--- config.mk ---
export PLATFORM = sky130hd
export DESIGN_NAME = adc_fifo_sync_flat
export DESIGN_NICKNAME = d
export VERILOG_FILES = /design/src/rtl/adc_fifo_sync_if.sv /design/src/rtl/adc_fifo_sync.sv /design/src/flat_wrapper.sv
export SDC_FILE = /design/constraint.sdc
export NUM_CORES = 1
export LEC_CHECK = 0
export BUFFER_PORTS_ARGS = -buffer_cell sky130_fd_sc_hd__buf_2
export CAP_MARGIN = 10
export CORE_UTILIZATION = 49
export CTS_CLUSTER_DIAMETER = 150
export DETAILED_ROUTE_END_ITERATION = 6
export HOLD_SLACK_MARGIN = 0.03
export PLACE_DENSITY = 0.78
export SYNTH_ARGS = -nofsm -noshare
export SYNTH_HDL_FRONTEND = slang
export SYNTH_SLANG_ARGS = --single-unit
--- constraint.sdc ---
create_clock -name clk -period 2.9 [get_ports clk]
set_input_delay 0.29 -clock clk [delete_from_list [all_inputs] [get_ports clk]]
set_output_delay 0.29 -clock clk [all_outputs]
set_load 0.02 [all_outputs]
--- src/rtl/adc_fifo_sync_if.sv ---
// adc_fifo_sync_if: sample FIFO bus between the ADC control side (master) and the FIFO (slave).
interface adc_fifo_sync_if #(parameter int DATA_WIDTH = 14);
    logic                  wr_en;
    logic                  rd_en;
    logic                  overwrite_en;
    logic                  flush;
    logic                  err_clr;
    logic [DATA_WIDTH-1:0] din;
    logic [DATA_WIDTH-1:0] dout;
    logic                  valid;
    logic                  empty;
    logic                  full;
    logic [15:0]           adc_fifo_half;
    logic [15:0]           adc_fifo_full;
    logic [15:0]           fifo_real_num;
    logic                  adc_half;
    logic                  adc_full;
    logic                  ovf;
    logic                  udf;
    modport master (
        output wr_en, rd_en, overwrite_en, flush, err_clr, din, adc_fifo_half, adc_fifo_full,
        input  dout, valid, empty, full, fifo_real_num, adc_half, adc_full, ovf, udf
    );
    modport slave (
        input  wr_en, rd_en, overwrite_en, flush, err_clr, din, adc_fifo_half, adc_fifo_full,
        output dout, valid, empty, full, fifo_real_num, adc_half, adc_full, ovf, udf
    );
endinterface

--- src/rtl/adc_fifo_sync.sv ---
// adc_fifo_sync: single-clock ADC sample FIFO with overwrite mode, flush, sticky errors and watermarks.
module adc_fifo_sync #(
    parameter int DATA_WIDTH = 14,
    parameter int ADDR_WIDTH = 4
) (
    input logic            clk,
    input logic            rst,
    adc_fifo_sync_if.slave bus
);
    localparam int DEPTH = 1 << ADDR_WIDTH;
    localparam logic [ADDR_WIDTH:0] FULL_LVL = (ADDR_WIDTH + 1)'(DEPTH);
    localparam logic [ADDR_WIDTH:0] ONE = (ADDR_WIDTH + 1)'(1);
    logic [DATA_WIDTH-1:0] mem_q [DEPTH];
    logic [ADDR_WIDTH-1:0] wr_ptr_q, wr_ptr_d, rd_ptr_q, rd_ptr_d;
    logic [ADDR_WIDTH:0]   level_q, level_d;
    logic [DATA_WIDTH-1:0] dout_q, dout_d;
    logic                  valid_q, valid_d, ovf_q, ovf_d, udf_q, udf_d;
    logic                  is_empty, is_full, rd_acc, wr_acc, drop, ovf_set, udf_set;
    logic [15:0]           real_num;
    always_comb begin
        is_empty = level_q == '0;
        is_full  = level_q == FULL_LVL;
        rd_acc   = !bus.flush && bus.rd_en && !is_empty;
        wr_acc   = !bus.flush && bus.wr_en && (!is_full || rd_acc || bus.overwrite_en);
        // overwrite on a full FIFO: the write evicts the oldest sample, level unchanged
        drop     = wr_acc && is_full && !rd_acc;
        ovf_set  = !bus.flush && bus.wr_en && is_full && !bus.rd_en;
        udf_set  = !bus.flush && bus.rd_en && is_empty;
        wr_ptr_d = bus.flush ? '0 : wr_ptr_q + ADDR_WIDTH'(wr_acc);
        rd_ptr_d = bus.flush ? '0 : rd_ptr_q + ADDR_WIDTH'(rd_acc || drop);
        level_d  = bus.flush ? '0 :
                   (wr_acc && !rd_acc && !drop) ? level_q + ONE :
                   (rd_acc && !wr_acc) ? level_q - ONE : level_q;
        dout_d   = rd_acc ? mem_q[rd_ptr_q] : dout_q;
        valid_d  = rd_acc;
        ovf_d    = ovf_set || (ovf_q && !bus.err_clr);
        udf_d    = udf_set || (udf_q && !bus.err_clr);
    end
    always_ff @(posedge clk) begin
        if (wr_acc) mem_q[wr_ptr_q] <= bus.din;
    end
    always_ff @(posedge clk) begin
        if (rst) begin
            wr_ptr_q <= '0;
            rd_ptr_q <= '0;
            level_q  <= '0;
            dout_q   <= '0;
            valid_q  <= 1'b0;
            ovf_q    <= 1'b0;
            udf_q    <= 1'b0;
        end else begin
            wr_ptr_q <= wr_ptr_d;
            rd_ptr_q <= rd_ptr_d;
            level_q  <= level_d;
            dout_q   <= dout_d;
            valid_q  <= valid_d;
            ovf_q    <= ovf_d;
            udf_q    <= udf_d;
        end
    end
    assign real_num          = 16'(level_q);
    assign bus.fifo_real_num = real_num;
    assign bus.dout          = dout_q;
    assign bus.valid         = valid_q;
    assign bus.empty         = is_empty;
    assign bus.full          = is_full;
    assign bus.adc_half      = real_num >= bus.adc_fifo_half;
    assign bus.adc_full      = real_num >= bus.adc_fifo_full;
    assign bus.ovf           = ovf_q;
    assign bus.udf           = udf_q;
endmodule
--- src/flat_wrapper.sv ---
// flat-port wrapper written by rule: the top's interface ports become plain ports
module adc_fifo_sync_flat 
#(
    parameter int DATA_WIDTH = 14,
    parameter int ADDR_WIDTH = 4
)
  (clk, rst, bus_wr_en, bus_rd_en, bus_overwrite_en, bus_flush, bus_err_clr, bus_din, bus_adc_fifo_half, bus_adc_fifo_full, bus_dout, bus_valid, bus_empty, bus_full, bus_fifo_real_num, bus_adc_half, bus_adc_full, bus_ovf, bus_udf);
  adc_fifo_sync_if #(.DATA_WIDTH(DATA_WIDTH)) bus_i ();
  input logic clk;
  input logic rst;
  input wire logic [$bits(bus_i.wr_en)-1:0] bus_wr_en;
  input wire logic [$bits(bus_i.rd_en)-1:0] bus_rd_en;
  input wire logic [$bits(bus_i.overwrite_en)-1:0] bus_overwrite_en;
  input wire logic [$bits(bus_i.flush)-1:0] bus_flush;
  input wire logic [$bits(bus_i.err_clr)-1:0] bus_err_clr;
  input wire logic [$bits(bus_i.din)-1:0] bus_din;
  input wire logic [$bits(bus_i.adc_fifo_half)-1:0] bus_adc_fifo_half;
  input wire logic [$bits(bus_i.adc_fifo_full)-1:0] bus_adc_fifo_full;
  output wire logic [$bits(bus_i.dout)-1:0] bus_dout;
  output wire logic [$bits(bus_i.valid)-1:0] bus_valid;
  output wire logic [$bits(bus_i.empty)-1:0] bus_empty;
  output wire logic [$bits(bus_i.full)-1:0] bus_full;
  output wire logic [$bits(bus_i.fifo_real_num)-1:0] bus_fifo_real_num;
  output wire logic [$bits(bus_i.adc_half)-1:0] bus_adc_half;
  output wire logic [$bits(bus_i.adc_full)-1:0] bus_adc_full;
  output wire logic [$bits(bus_i.ovf)-1:0] bus_ovf;
  output wire logic [$bits(bus_i.udf)-1:0] bus_udf;
  assign bus_i.wr_en = bus_wr_en;
  assign bus_i.rd_en = bus_rd_en;
  assign bus_i.overwrite_en = bus_overwrite_en;
  assign bus_i.flush = bus_flush;
  assign bus_i.err_clr = bus_err_clr;
  assign bus_i.din = bus_din;
  assign bus_i.adc_fifo_half = bus_adc_fifo_half;
  assign bus_i.adc_fifo_full = bus_adc_fifo_full;
  assign bus_dout = bus_i.dout;
  assign bus_valid = bus_i.valid;
  assign bus_empty = bus_i.empty;
  assign bus_full = bus_i.full;
  assign bus_fifo_real_num = bus_i.fifo_real_num;
  assign bus_adc_half = bus_i.adc_half;
  assign bus_adc_full = bus_i.adc_full;
  assign bus_ovf = bus_i.ovf;
  assign bus_udf = bus_i.udf;
  adc_fifo_sync #(.DATA_WIDTH(DATA_WIDTH), .ADDR_WIDTH(ADDR_WIDTH)) u_core (.clk(clk), .rst(rst), .bus(bus_i));
endmodule
==> results of run 1 <==
## logic make-up (layout without fill, tap and decap cells)
group           after synthesis  in the layout  synth area share (%)
mux                          85             85                  15.4
compound gates               38             38                  2.92
simple gates                 90             90                  4.47
fa+ha+maj                    18             18                  2.29
flops                       254            254                  72.1
xor+xnor                      7              7                 0.603
buf+inv                      44            173                  2.18
other cells                   1             11                0.0369
## worst max-delay path, stage by stage, from the launching register on
cell,delay (ns)
dfxtp_1,0.34
or4_4,0.57
nor2_4,0.15
a211o_1,0.20
ha_1,0.31
a21o_1,0.21
a21oi_2,0.15
or3b_2,0.48
a21oi_2,0.17
nor3b_2,0.06
## power groups by stage
stage	Clock (mW)	Combinational (mW)	Sequential, mW
floorplan	0	0.175	4.10
global placement	0	0.303	4.09
detailed placement	0	0.320	4.09
CTS	3.32	0.324	4.02
global route	3.46	0.366	4.02
finish	3.28	0.337	4.02
## per-stage QoR
| step | utilization (%) | power (mW) | worst slack, ns | instance area (um^2) | TNS (ns) |
|---|---|---|---|---|---|
| after floorplan | - | 4.28 | 0.0348 | 10200 | 0 |
| after global placement | 54.7 | 4.39 | 0.162 | 11100 | 0 |
| after global routing | 59.1 | 7.84 | -0.0254 | 12000 | -0.0254 |
| after CTS | 58.9 | 7.66 | 0.000647 | 11900 | 0 |
| final | 59.1 | 7.63 | 0.141 | 12000 | 0 |
| after detailed placement | 54.7 | 4.41 | 0.00148 | 11100 | 0 |
## what timing repair did
item / in CTS / in global routing
pin swaps: 1 / 3
buffers inserted: 0 / 3
hold buffers: 1 / 0
endpoints found under the hold margin: 2 / 0
setup endpoints to repair: 1 / 1
gates resized for setup: 0 / 6
cloned: 0 / 0
## cell usage in the layout (no fill, tap or decap), drive strengths merged, types with 10 or more instances in the layout
cell / netlist / final
dfxtp: 30 / 30
edfxtp: 224 / 224
ha: 17 / 17
mux4: 56 / 56
clkbuf: 9 / 35
a21oi: 10 / 10
mux2i: 15 / 15
inv: 12 / 13
nor2: 40 / 40
mux2: 14 / 14
buf: 23 / 114
conb: 1 / 11
a221o: 14 / 14
## flip-flops by register name, summed over array words and instances (netlist names)
name              flops
u_core.mem_q        224
u_core.bus.udf        1
u_core.bus.ovf        1
u_core.bus.dout      14
u_core.wr_ptr_q       4
u_core.level_q        5
u_core.bus.valid      1
u_core.rd_ptr_q       4
## worst max path at each step
| stage | startpoint | to | cells past startpoint |
|---|---|---|---|
| 6_report | u_core.level_q[0] | u_core.level_q[4] | 9 |
| 5_1_grt | u_core.level_q[2] | u_core.level_q[4] | 9 |
| 4_1_cts | u_core.level_q[2] | u_core.level_q[4] | 9 |
| 3_5_place_dp | u_core.level_q[2] | u_core.level_q[4] | 9 |
| 3_3_place_gp | u_core.level_q[2] | u_core.level_q[4] | 9 |
| 2_1_floorplan | u_core.level_q[0] | u_core.level_q[4] | 9 |
## final cells by class
class | count | area [um^2] | area share (%)
Clock buffer | 35 | 683 | 5.70
Clock inverter | 11 | 159 | 1.33
Inverter | 12 | 45.0 | 0.376
Multi-Input combinational cell | 249 | 2710 | 22.6
Sequential cell | 254 | 7330 | 61.2
Tap cell | 270 | 338 | 2.82
Timing Repair Buffer | 115 | 721 | 6.01
## metal layers
| layer | GRT usage [%] | part of all wire (%) |
|---|---|---|
| met4 | 7.19 | 2.4 |
| met3 | 3.69 | 6.9 |
| met1 | 26.4 | 39 |
| met2 | 35.7 | 52 |
| met5 | 0 | 0 |
==> Flow_metrics.wiki, run 1 <==
{| class="wikitable"
! Metric !! Value
|-
| Die area || 0.0213 mm^2
|-
| Io pins || 90
|-
| Origin of the critical flop-to-flop path || u_core.level_q[0]
|-
| Yosys warning total || 0
|-
| Data required, critical path || 3.30 ns
|-
| Wire length of the first global-routing pass || around 33000 um
|-
| Hold Path Depth || 3
|-
| Number of max-cap violations || 0
|-
| Worst setup skew after layout || roughly 0.010 ns
|-
| Count of endpoints failing hold in the final timing report || 0
|-
| CP endpoint kind || flip-flop
|-
| Status || finished clean
|-
| CP Max Fanout || 5
|-
| Fraction of power consumed by sequential logic || 52.6%
|-
| Placer congestion estimate || approximately 0.84
|-
| Total length of routed wires || 21300 um
|-
| Number of distinct library cell variants in the gate-level netlist after synthesis || between 40 and 50
|-
| Cells after DPL || between 800 and 900
|-
| CTS H-Tree Depth || 1
|-
| CTS tree || yes
|-
| Chip Width || 146 um
|-
| Die Height || approximately 150 um
|-
| FF-to-FF End || u_core.level_q[4]
|-
| Worst slew margin || a little over half
|-
| Fin cells || about 950
|-
| Core Area || 0.0203 mm^2
|-
| # nets final || 728
|-
| Area delta synth->final || 18.0%
|-
| Post-Syn Instances || 537
|-
| Most numerous cell in the Yosys netlist || edfxtp_1
|-
| Total half-perimeter wirelength after legalization and detailed placement || roughly 14000 um
|-
| Post-synth ARST share || 0%
|-
| Most used standard cells in the synthesized netlist || 224 x edfxtp_1, 56 x mux4_2, 40 x nor2_1
|-
| Proportion of power drawn by combinational gates || roughly 4.4%
|-
| Largest cells by area after synthesis || edfxtp_1 66%, mux4_2 12%, dfxtp_1 5.9%, ha_1 2.1%, mux2_2 1.6%
|-
| Ratio of cells with drive above 1 in the final layout || 35.5%
|-
| Portion of the clock cycle consumed by the worst path in the final layout || 95.2%
|-
| Slew at the pin closest to its max-slew limit || approximately 0.70 ns
|-
| Clock share of power || a little over two fifths
|-
| Vias/cell || roughly 5.8
|-
| Count of antenna-violating nets left after detailed routing || 0
|-
| Number of failing setup endpoints in the final timing report || 0
|-
| Worst min-delay path startpoint || bus_err_clr
|-
| Static leakage || roughly 4.1 nW
|-
| Maximum vdd drop || ~0.00037 V
|-
| Class of the most critical setup path || flip-flop to flip-flop
|-
| Mean Syn Cell Area || roughly 19 um^2
|-
| Switching pwr || around 1.5 mW
|-
| Final routed wire length divided by cell count || around 23 um
|-
| Worst hold path class || input port to flip-flop
|-
| Clock buffer count from CTS || 25
|-
| Worst hold slack || around 0.047 ns
|-
| Time the worst path needs with I/O delays and setup || between 2 and 3 ns
|-
| Internal power summed over all cells || approximately 6.1 mW
|-
| CTS Root Cell || clkbuf_16
|-
| Max-slew violations || 0
|-
| Synth top area share || 66.2%
|-
| Cell Rows || 52
|-
| Worst-Skew Late Latency || 0.52 ns
|-
| Flop and latch count out of synthesis || approximately 250
|-
| Endpoint of the worst hold-timing path || u_core.bus.ovf
|-
| Total power density per cell area || roughly 640 mW/mm^2
|-
| Number of buffers on the longest clock path || 3
|-
| Layout fillers || approximately 1400
|-
| Vias after detailed routing || around 5500
|-
| Number of I/O port buffers || 78
|-
| Arrival time of the worst setup path || approximately 3.2 ns
|-
| Total global routing overflow || 0
|-
| Pin count of the biggest net entering global routing || 27
|-
| Remaining design rule violation count || 0
|-
| Summed instance area of the synthesized netlist || between 0.01 and 0.015 mm^2
|-
| Initial DRT Pass Iterations || 5
|-
| Initial antenna violation count || 0
|-
| Total routing usage reported by global routing || approximately a fifth
|-
| Initial standard-cell utilization of the core || roughly 50%
|-
| Share of total power consumed by net switching || 19.6%
|-
| Leading area contributor after synthesis || edfxtp_1
|-
| Post-synth EDFFs || about 220
|-
| Cells on worst reg2reg path || 9
|-
| Register-to-register path setup slack || 0.14 ns
|-
| Worst Setup Start Kind || flip-flop
|-
| TritonCTS sink count || between 200 and 300
|-
| Top FF cell, synth || edfxtp_1
|-
| Starting DRT DRC Count || approximately 480
|-
| Via count of the first global-routing pass || 5665
|-
| Maximum clock frequency || 362 MHz
|-
| Register area share after synthesis || between 70% and 80%
|-
| Number of antenna repair diodes || 0
|-
| Clock slew at reported path FFs || approximately 0.060 ns
|}
Power figures use the tool's default switching activity.
==> inputs of run 2 (changes only) <==
--- a/config.mk
+++ b/config.mk
@@ -7,11 +7,13 @@
 export LEC_CHECK = 0
 export BUFFER_PORTS_ARGS = -buffer_cell sky130_fd_sc_hd__buf_2
 export CAP_MARGIN = 10
-export CORE_UTILIZATION = 49
+export CELL_PAD_IN_SITES_DETAIL_PLACEMENT = 2
+export CELL_PAD_IN_SITES_GLOBAL_PLACEMENT = 2
+export CORE_UTILIZATION = 41
 export CTS_CLUSTER_DIAMETER = 150
 export DETAILED_ROUTE_END_ITERATION = 6
 export HOLD_SLACK_MARGIN = 0.03
-export PLACE_DENSITY = 0.78
+export PLACE_DENSITY = 0.84
 export SYNTH_ARGS = -nofsm -noshare
 export SYNTH_HDL_FRONTEND = slang
 export SYNTH_SLANG_ARGS = --single-unit
==> run 2 against run 1 <==
  * Worst hold slack better by 0.069 ns
  * Critical path type unchanged
  * Die area up 19%
  * Sequential share of layout area down 0.95 points
  * Power up 1.9%
  * Non-clock buffer count up 12
==> Flow_metrics.wiki, run 2 (same netlist as run 1, synthesis figures left out) <==
{| class="wikitable"
! Metric !! Value
|-
| Status || finished clean (unchanged)
|-
| CP Max Fanout || 4 (was 5)
|-
| Worst slew margin || 63.3% (was 53.4%)
|-
| Number of antenna repair diodes || 0 (unchanged)
|-
| Die area || 0.0254 mm^2 (was 0.0213 mm^2)
|-
| Starting DRT DRC Count || 381 (was 479)
|-
| Initial standard-cell utilization of the core || 41.8% (was 50.1%)
|-
| Io pins || 90 (unchanged)
|-
| Remaining design rule violation count || 0 (unchanged)
|-
| Total cell area at the placement stage || 0.0112 mm^2 (was 0.0111 mm^2)
|-
| Class of the most critical setup path || flip-flop to flip-flop (unchanged)
|-
| Final design instance area without fill || 0.0122 mm^2 (was 0.0120 mm^2)
|-
| Initial antenna violation count || 0 (unchanged)
|-
| Worst min-delay path startpoint || bus_err_clr (unchanged)
|-
| Die Height || 159 um (was 146 um)
|-
| CP endpoint kind || flip-flop (unchanged)
|-
| Internal power summed over all cells || 6.12 mW (was 6.14 mW)
|-
| Core Area || 0.0243 mm^2 (was 0.0203 mm^2)
|-
| Proportion of power drawn by combinational gates || 4.9% (was 4.4%)
|-
| Number of I/O port buffers || 78 (unchanged)
|-
| Pin count of the biggest net entering global routing || 57 (was 27)
|-
| Count of antenna-violating nets left after detailed routing || 0 (unchanged)
|-
| Worst setup skew after layout || 0.0218 ns (was 0.00997 ns)
|-
| Worst Setup Start Kind || flip-flop (unchanged)
|-
| CTS Root Cell || clkbuf_16 (unchanged)
|-
| Portion of the clock cycle consumed by the worst path in the final layout || 95.7% (was 95.2%)
|-
| Vias after detailed routing || 5729 (was 5454)
|-
| Clock buffer count from CTS || 27 (was 25)
|-
| Top library cells by usage in the layout, fill and taps aside || 224 x edfxtp_1, 78 x buf_2, 56 x mux4_2 (unchanged)
|-
| FF-to-FF End || u_core.level_q[4] (unchanged)
|-
| Via count of the first global-routing pass || 6544 (was 5665)
|-
| Maximum clock frequency || 360 MHz (was 362 MHz)
|-
| Area delta synth->final || 19.8% (was 18.0%)
|-
| Worst-Skew Late Latency || 0.55 ns (was 0.52 ns)
|-
| Total half-perimeter wirelength after legalization and detailed placement || 19700 um (was 13500 um)
|-
| Vias/cell || 5.64 (was 5.77)
|-
| TritonCTS sink count || 254 (unchanged)
|-
| Post-route total power || 7.78 mW (was 7.63 mW)
|-
| Maximum vdd drop || 0.000384 V (was 0.000373 V)
|-
| Clock slew at reported path FFs || 0.06 ns (about the same)
|-
| Commonest non-fill, non-tap cell in the layout || edfxtp_1 (unchanged)
|-
| # nets final || 742 (was 728)
|-
| Number of max-cap violations || 0 (unchanged)
|-
| Top register by number of flip-flops || u_core.mem_q (unchanged)
|-
| Worst hold path class || input port to flip-flop (unchanged)
|-
| Number of failing setup endpoints in the final timing report || 0 (unchanged)
|-
| Worst hold slack || 0.115 ns (was 0.0465 ns)
|-
| Total power density per cell area || 639 mW/mm^2 (was 636 mW/mm^2)
|-
| Switching pwr || 1.66 mW (was 1.49 mW)
|-
| Time the worst path needs with I/O delays and setup || 2.78 ns (was 2.76 ns)
|-
| Flip-flop count of the largest register after layout || 224 (unchanged)
|-
| Utilization of the core after routing || 50.1% (was 59.1%)
|-
| Fraction of power consumed by sequential logic || 51.7% (was 52.6%)
|-
| Wire length of the first global-routing pass || 44400 um (was 33000 um)
|-
| Ratio of cells with drive above 1 in the final layout || 37.5% (was 35.5%)
|-
| CTS H-Tree Depth || 1 (unchanged)
|-
| Clock share of power || 43.4% (was 43.0%)
|-
| Origin of the critical flop-to-flop path || u_core.level_q[1] (was u_core.level_q[0])
|-
| Arrival time of the worst setup path || 3.21 ns (was 3.16 ns)
|-
| Register-to-register path setup slack || 0.12 ns (was 0.14 ns)
|-
| Slew at the pin closest to its max-slew limit || 0.550 ns (was 0.698 ns)
|-
| Placer congestion estimate || 0.759 (was 0.838)
|-
| Total length of routed wires || 30400 um (was 21300 um)
|-
| Total routing usage reported by global routing || 24.3% (was 20.6%)
|-
| Final routed wire length divided by cell count || 29.9 um (was 22.5 um)
|-
| Max-slew violations || 0 (unchanged)
|-
| Initial DRT Pass Iterations || 4 (was 5)
|-
| Cells on worst reg2reg path || 9 (unchanged)
|-
| Cell Rows || 57 (was 52)
|-
| Count of endpoints failing hold in the final timing report || 0 (unchanged)
|-
| Critical Path Start || u_core.level_q[1] (was u_core.level_q[0])
|-
| Share of total power consumed by net switching || 21.4% (was 19.6%)
|-
| Static leakage || 4.19 nW (was 4.10 nW)
|-
| Total global routing overflow || 0 (unchanged)
|-
| Chip Width || 159 um (was 146 um)
|-
| Number of buffers on the longest clock path || 3 (unchanged)
|-
| Data required, critical path || 3.33 ns (was 3.30 ns)
|-
| Destination of the critical timing path || u_core.level_q[4] (unchanged)
|-
| CTS tree || yes (unchanged)
|}
run 2: cell count changes in the layout (fill, tap and decap cells not counted), sizes merged:
cell,delta
buf,+11
bufinv,-2
clkbuf,+3
clkinv,+3
clkinvlp,-1
dlygate4sd3,+1
run 2: power groups by stage:
stage          Combinational (mW)  Clock [mW]  Sequential, mW
2_1_floorplan               0.175           0            4.10
3_3_place_gp                0.317           0            4.09
5_1_grt                     0.408        3.53            4.02
3_5_place_dp                0.357           0            4.09
6_report                    0.382        3.38            4.02
4_1_cts                     0.374        3.42            4.02
run 2: worst max-delay path, cell delays in order (launching register included):
cell,delay (ns)
dfxtp_1,0.36
nor4_4,0.31
nand2_2,0.12
a211o_4,0.39
fa_2,0.37
a21o_1,0.19
a21oi_2,0.18
or3b_2,0.50
a21oi_2,0.17
nor3b_2,0.06
run 2: worst min-delay path by stage:
stage	slack, ns	cells after the start	to
floorplan	0.36	1	u_core.bus.ovf
global placement	0.46	2	u_core.bus.ovf
detailed placement	0.46	2	u_core.bus.ovf
CTS	0.07	4	u_core.bus.udf
global route	0.13	4	u_core.bus.udf
finish	0.12	4	u_core.bus.udf
run 2: metrics by stage:
stage | setup slack (ns) | std cells | setup TNS, ns
after floorplan | 0.0348 | 547 | 0
after global placement | 0.188 | 962 | 0
after detailed placement | -0.0967 | 962 | -0.0967
after CTS | 0.00273 | 1014 | 0
after global routing | -0.00147 | 1015 | -0.00147
final | 0.123 | 1015 | 0
run 2: repair_timing:
item | 4_1_cts | 5_1_grt
setup buffers | 1 | 1
endpoints found under the setup margin | 1 | 1
pin swaps | 1 | 1
hold buffers | 2 | 0
endpoints found under the hold margin | 2 | 0
gates resized for setup | 4 | 8
run 2: per-layer routing:
| layer | global-route usage (%) | routed length (um) | part of all wire, % | vias to the layer above |
|---|---|---|---|---|
| li1 | - | - | - | 2409 |
| met1 | 28.4 | 11400 | 38 | 3047 |
| met2 | 45.6 | 16600 | 55 | 194 |
| met3 | 2.92 | 1200 | 4.0 | 79 |
| met4 | 8.87 | 1120 | 3.7 | 0 |
| met5 | 0 | 0 | 0 | - |
run 2: area by class of cell:
class                      instances  area [um^2]
multi-input combinational        249         2740
tap                              324          405
inverter                          12         45.0
clock inverter                    11          110
fill                            2155        12100
clock buffer                      38          747
sequential                       254         7330
timing repair buffer             127          801
==> inputs of run 3 (changes only) <==
--- a/config.mk
+++ b/config.mk
@@ -5,15 +5,16 @@
 export SDC_FILE = /design/constraint.sdc
 export NUM_CORES = 1
 export LEC_CHECK = 0
+export ABC_AREA = 1
 export BUFFER_PORTS_ARGS = -buffer_cell sky130_fd_sc_hd__buf_2
-export CAP_MARGIN = 10
+export CAP_MARGIN = 25
 export CELL_PAD_IN_SITES_DETAIL_PLACEMENT = 2
 export CELL_PAD_IN_SITES_GLOBAL_PLACEMENT = 2
-export CORE_UTILIZATION = 41
+export CORE_UTILIZATION = 36
 export CTS_CLUSTER_DIAMETER = 150
 export DETAILED_ROUTE_END_ITERATION = 6
 export HOLD_SLACK_MARGIN = 0.03
-export PLACE_DENSITY = 0.84
+export PLACE_DENSITY = 0.83
 export SYNTH_ARGS = -nofsm -noshare
 export SYNTH_HDL_FRONTEND = slang
 export SYNTH_SLANG_ARGS = --single-unit
==> run 3 against run 2 <==
  * Power increased by 1.0%
  * Via count up 37%
  * Sequential power about the same
  * Non-clock buffer count is 11 lower
  * Clock skew shrank 0.011 ns
  * Routed wire length grew 22%
  * Critical path depth is 4 higher
  * Sequential share of layout area fell by 0.96 points
==> Flow_metrics.wiki, run 3 <==
{| class="wikitable"
! Metric !! Value
|-
| Summed instance area of the synthesized netlist || 0.0106 mm^2 (was 0.0102 mm^2)
|-
| Largest cells by area after synthesis || edfxtp_1 63%, nor2_1 8.3%, dfxtp_1 5.7%, o21ai_0 4.3%, o211ai_1 4.0% (was edfxtp_1 66%, mux4_2 12%, dfxtp_1 5.9%, ha_1 2.1%, mux2_2 1.6%)
|-
| Die Height || 174 um (was 159 um)
|-
| Top FF cell, synth || edfxtp_1 (unchanged)
|-
| Cell Rows || 62 (was 57)
|-
| CP Max Fanout || 6 (was 4)
|-
| Worst-Skew Late Latency || 0.54 ns (was 0.55 ns)
|-
| Data required, critical path || 3.33 ns (about the same)
|-
| FF-to-FF End || u_core.level_q[4] (unchanged)
|-
| Clock buffer count from CTS || 27 (unchanged)
|-
| Layout fillers || 2965 (was 2155)
|-
| Static leakage || 4.53 nW (was 4.19 nW)
|-
| Remaining design rule violation count || 0 (unchanged)
|-
| CTS H-Tree Depth || 1 (unchanged)
|-
| Class of the most critical setup path || flip-flop to flip-flop (unchanged)
|-
| Worst setup slack before clock tree synthesis || 0.225 ns (was -0.0967 ns)
|-
| Pin count of the biggest net entering global routing || 113 (was 57)
|-
| Arrival time of the worst setup path || 3.06 ns (was 3.21 ns)
|-
| Total power density per cell area || 635 mW/mm^2 (was 639 mW/mm^2)
|-
| Register area share after synthesis || 69.0% (was 72.1%)
|-
| Total half-perimeter wirelength after legalization and detailed placement || 22700 um (was 19700 um)
|-
| TritonCTS sink count || 254 (unchanged)
|-
| Final routed wire length divided by cell count || 26.1 um (was 29.9 um)
|-
| Die area || 0.0302 mm^2 (was 0.0254 mm^2)
|-
| Endpoint of the worst hold-timing path || u_core.bus.udf (unchanged)
|-
| # nets final || 1082 (was 742)
|-
| Cells on worst reg2reg path || 13 (was 9)
|-
| Count of endpoints failing hold in the final timing report || 0 (unchanged)
|-
| Top register by number of flip-flops || u_core.mem_q (unchanged)
|-
| Mean Syn Cell Area || 11.6 um^2 (was 18.9 um^2)
|-
| Clock slew at reported path FFs || 0.06 ns (about the same)
|-
| Yosys warning total || 0 (unchanged)
|-
| Time the worst path needs with I/O delays and setup || 2.63 ns (was 2.78 ns)
|-
| Ratio of cells with drive above 1 in the final layout || 16.4% (was 37.5%)
|-
| Portion of the clock cycle consumed by the worst path in the final layout || 90.7% (was 95.7%)
|-
| Worst setup skew after layout || 0.0107 ns (was 0.0218 ns)
|-
| Most used standard cells in the synthesized netlist || 236 x nor2_1, 224 x edfxtp_1, 92 x o21ai_0 (was 224 x edfxtp_1, 56 x mux4_2, 40 x nor2_1)
|-
| CP endpoint kind || flip-flop (unchanged)
|-
| Post-CTS Hold Buffers || 0 (was 2)
|-
| Maximum clock frequency || 380 MHz (was 360 MHz)
|-
| Number of max-cap violations || 0 (unchanged)
|-
| Max-slew violations || 0 (unchanged)
|-
| Origin of the critical flop-to-flop path || u_core.level_q[2] (was u_core.level_q[1])
|-
| Total length of routed wires || 37000 um (was 30400 um)
|-
| Post-synth ARST share || 0% (unchanged)
|-
| Initial antenna violation count || 1 (was 0)
|-
| Post-Route Setup TNS || 0 ns (unchanged)
|-
| Post-route total power || 7.86 mW (was 7.78 mW)
|-
| Slew at the pin closest to its max-slew limit || 0.777 ns (was 0.550 ns)
|-
| Register-to-register path setup slack || 0.27 ns (was 0.12 ns)
|-
| Initial DRT Pass Iterations || 5 (was 4)
|-
| Via count of the first global-routing pass || 8779 (was 6544)
|-
| Wire length of the first global-routing pass || 55800 um (was 44400 um)
|-
| Chip Width || 174 um (was 159 um)
|-
| Critical-path top delay cell || fa_1 (was or3b_2)
|-
| Flop and latch count out of synthesis || 254 (unchanged)
|-
| Setup slack of the critical path after layout || 0.269 ns (was 0.123 ns)
|-
| Area delta synth->final || 16.6% (was 19.8%)
|-
| Vias/cell || 5.55 (was 5.64)
|-
| Post-synth EDFFs || 224 (unchanged)
|-
| Number of failing setup endpoints in the final timing report || 0 (unchanged)
|-
| Most numerous cell in the Yosys netlist || nor2_1 (was edfxtp_1)
|-
| Hold Path Depth || 4 (unchanged)
|-
| Critical Path Max Stage Delay || 0.49 ns (was 0.50 ns)
|-
| Core Area || 0.0289 mm^2 (was 0.0243 mm^2)
|-
| Flip-flop count of the largest register after layout || 224 (unchanged)
|-
| Worst hold path class || input port to flip-flop (unchanged)
|-
| Initial standard-cell utilization of the core || 36.8% (was 41.8%)
|-
| Post-Syn Instances || 915 (was 537)
|-
| CTS tree || yes (unchanged)
|-
| Worst min-delay path startpoint || bus_err_clr (unchanged)
|-
| Vias after detailed routing || 7864 (was 5729)
|-
| Worst slew margin || 48.0% (was 63.3%)
|-
| Worst Setup Start Kind || flip-flop (unchanged)
|-
| Number of I/O port buffers || 78 (unchanged)
|-
| Number of buffers on the longest clock path || 3 (unchanged)
|-
| Maximum vdd drop || 0.000482 V (was 0.000384 V)
|-
| Chain of cells forming the critical path || nor2_1 -> nand3_1 -> nand2_2 -> nand4_1 -> fa_1 -> a21oi_1 -> nor2_1 -> nor2_1 -> nand3_1 -> nand2_1 -> nand3_1 -> nand2_1 -> nor2_1 (was nor4_4 -> nand2_2 -> a211o_4 -> fa_2 -> a21o_1 -> a21oi_2 -> or3b_2 -> a21oi_2 -> nor3b_2)
|-
| Total global routing overflow || 0 (unchanged)
|-
| Io pins || 90 (unchanged)
|-
| Starting DRT DRC Count || 603 (was 381)
|-
| Setup repair after global routing missed its margin || false
|-
| Total routing usage reported by global routing || 24.8% (was 24.3%)
|-
| Placer congestion estimate || 0.765 (was 0.759)
|-
| Top library cells by usage in the layout, fill and taps aside || 236 x nor2_1, 224 x edfxtp_1, 92 x o21ai_0 (was 224 x edfxtp_1, 78 x buf_2, 56 x mux4_2)
|-
| Commonest non-fill, non-tap cell in the layout || nor2_1 (was edfxtp_1)
|-
| Number of distinct library cell variants in the gate-level netlist after synthesis || 28 (was 42)
|-
| Status || finished clean (unchanged)
|-
| Synth top area share || 63.4% (was 66.2%)
|-
| CP most frequent cell || nor2_1 (was a21oi_2)
|-
| Leading area contributor after synthesis || edfxtp_1 (unchanged)
|-
| CTS Root Cell || clkbuf_16 (unchanged)
|-
| Count of antenna-violating nets left after detailed routing || 0 (unchanged)
|}
-- run 3: area by class of cell --
| type | count | area [um^2] | share of cell area (%) |
|---|---|---|---|
| flip-flops and latches | 254 | 7330 | 59.2 |
| multi-input cells | 558 | 2760 | 22.3 |
| clock buffers | 34 | 786 | 6.35 |
| well taps | 384 | 480 | 3.88 |
| repair buffers | 116 | 726 | 5.86 |
| inverters | 54 | 203 | 1.64 |
| clock inverters | 15 | 86.3 | 0.697 |
| diodes | 1 | 2.50 | 0.0202 |
-- run 3: how the worst max path moves through the flow --
stage                      startpoint           endpoint  slack [ns]  depth (start not counted)
finish              u_core.level_q[2]  u_core.level_q[4]        0.27                         13
global route        u_core.level_q[2]  u_core.level_q[4]        0.06                         13
CTS                 u_core.level_q[2]  u_core.level_q[4]        0.17                         13
detailed placement  u_core.level_q[2]  u_core.level_q[4]        0.23                         13
global placement    u_core.level_q[2]  u_core.level_q[4]        0.45                         13
floorplan           u_core.level_q[2]  u_core.level_q[4]        0.70                         13
-- run 3: stage by stage --
stage | hold slack (ns) | std cells | area [um^2] | util [%]
final | 0.116 | 1416 | 12400 | 42.9
after global routing | 0.126 | 1415 | 12400 | 42.9
after CTS | 0.106 | 1414 | 12400 | 42.9
after detailed placement | 0.492 | 1365 | 11500 | 39.8
after global placement | 0.458 | 1365 | 11500 | 39.8
after floorplan | 0.389 | 925 | 10700 | -
-- run 3: worst max-delay path, delay by kind of cell (launching register included) --
kind,cells,cell delay (ns)
AO/OA/AOI/OAI,1,0.17
AND/OR/NAND/NOR,11,1.51
flip-flops,1,0.36
adder cells (fa/ha/maj),1,0.49
-- run 3: layer usage --
metal	routed length, um	track usage (%)	up-vias
li1	-	-	3410
met1	14500	29.6	4079
met2	19100	44.5	283
met3	1770	3.25	90
met4	1620	11.4	2
met5	12	0	-
-- run 3: kinds of logic (layout without fill, tap and decap cells) --
family	Yosys count	count (layout)	share of synthesized area [%]
xor gates and xnor gates	4	4	0.330
buffers and inverters	113	219	5.33
DFF	254	254	69.0
and+or+nand+nor	336	336	12.8
adders and majority gates	18	18	2.19
AOI/OAI and AO/OA	189	189	10.3
other	1	12	0.0353
-- run 3: repair_timing --
action,4_1_cts,5_1_grt
endpoints found under the setup margin,0,1
resized for setup,0,0
setup buffers,0,1
-- run 3: power breakdown --
part	total [mW]	internal (mW)	leakage [nW]	switching, mW
Clock	3.41	1.93	0.439	1.48
Sequential	4.03	4.00	2.26	0.0259
Combinational	0.421	0.122	1.82	0.299
Total	7.86	6.05	4.53	1.81
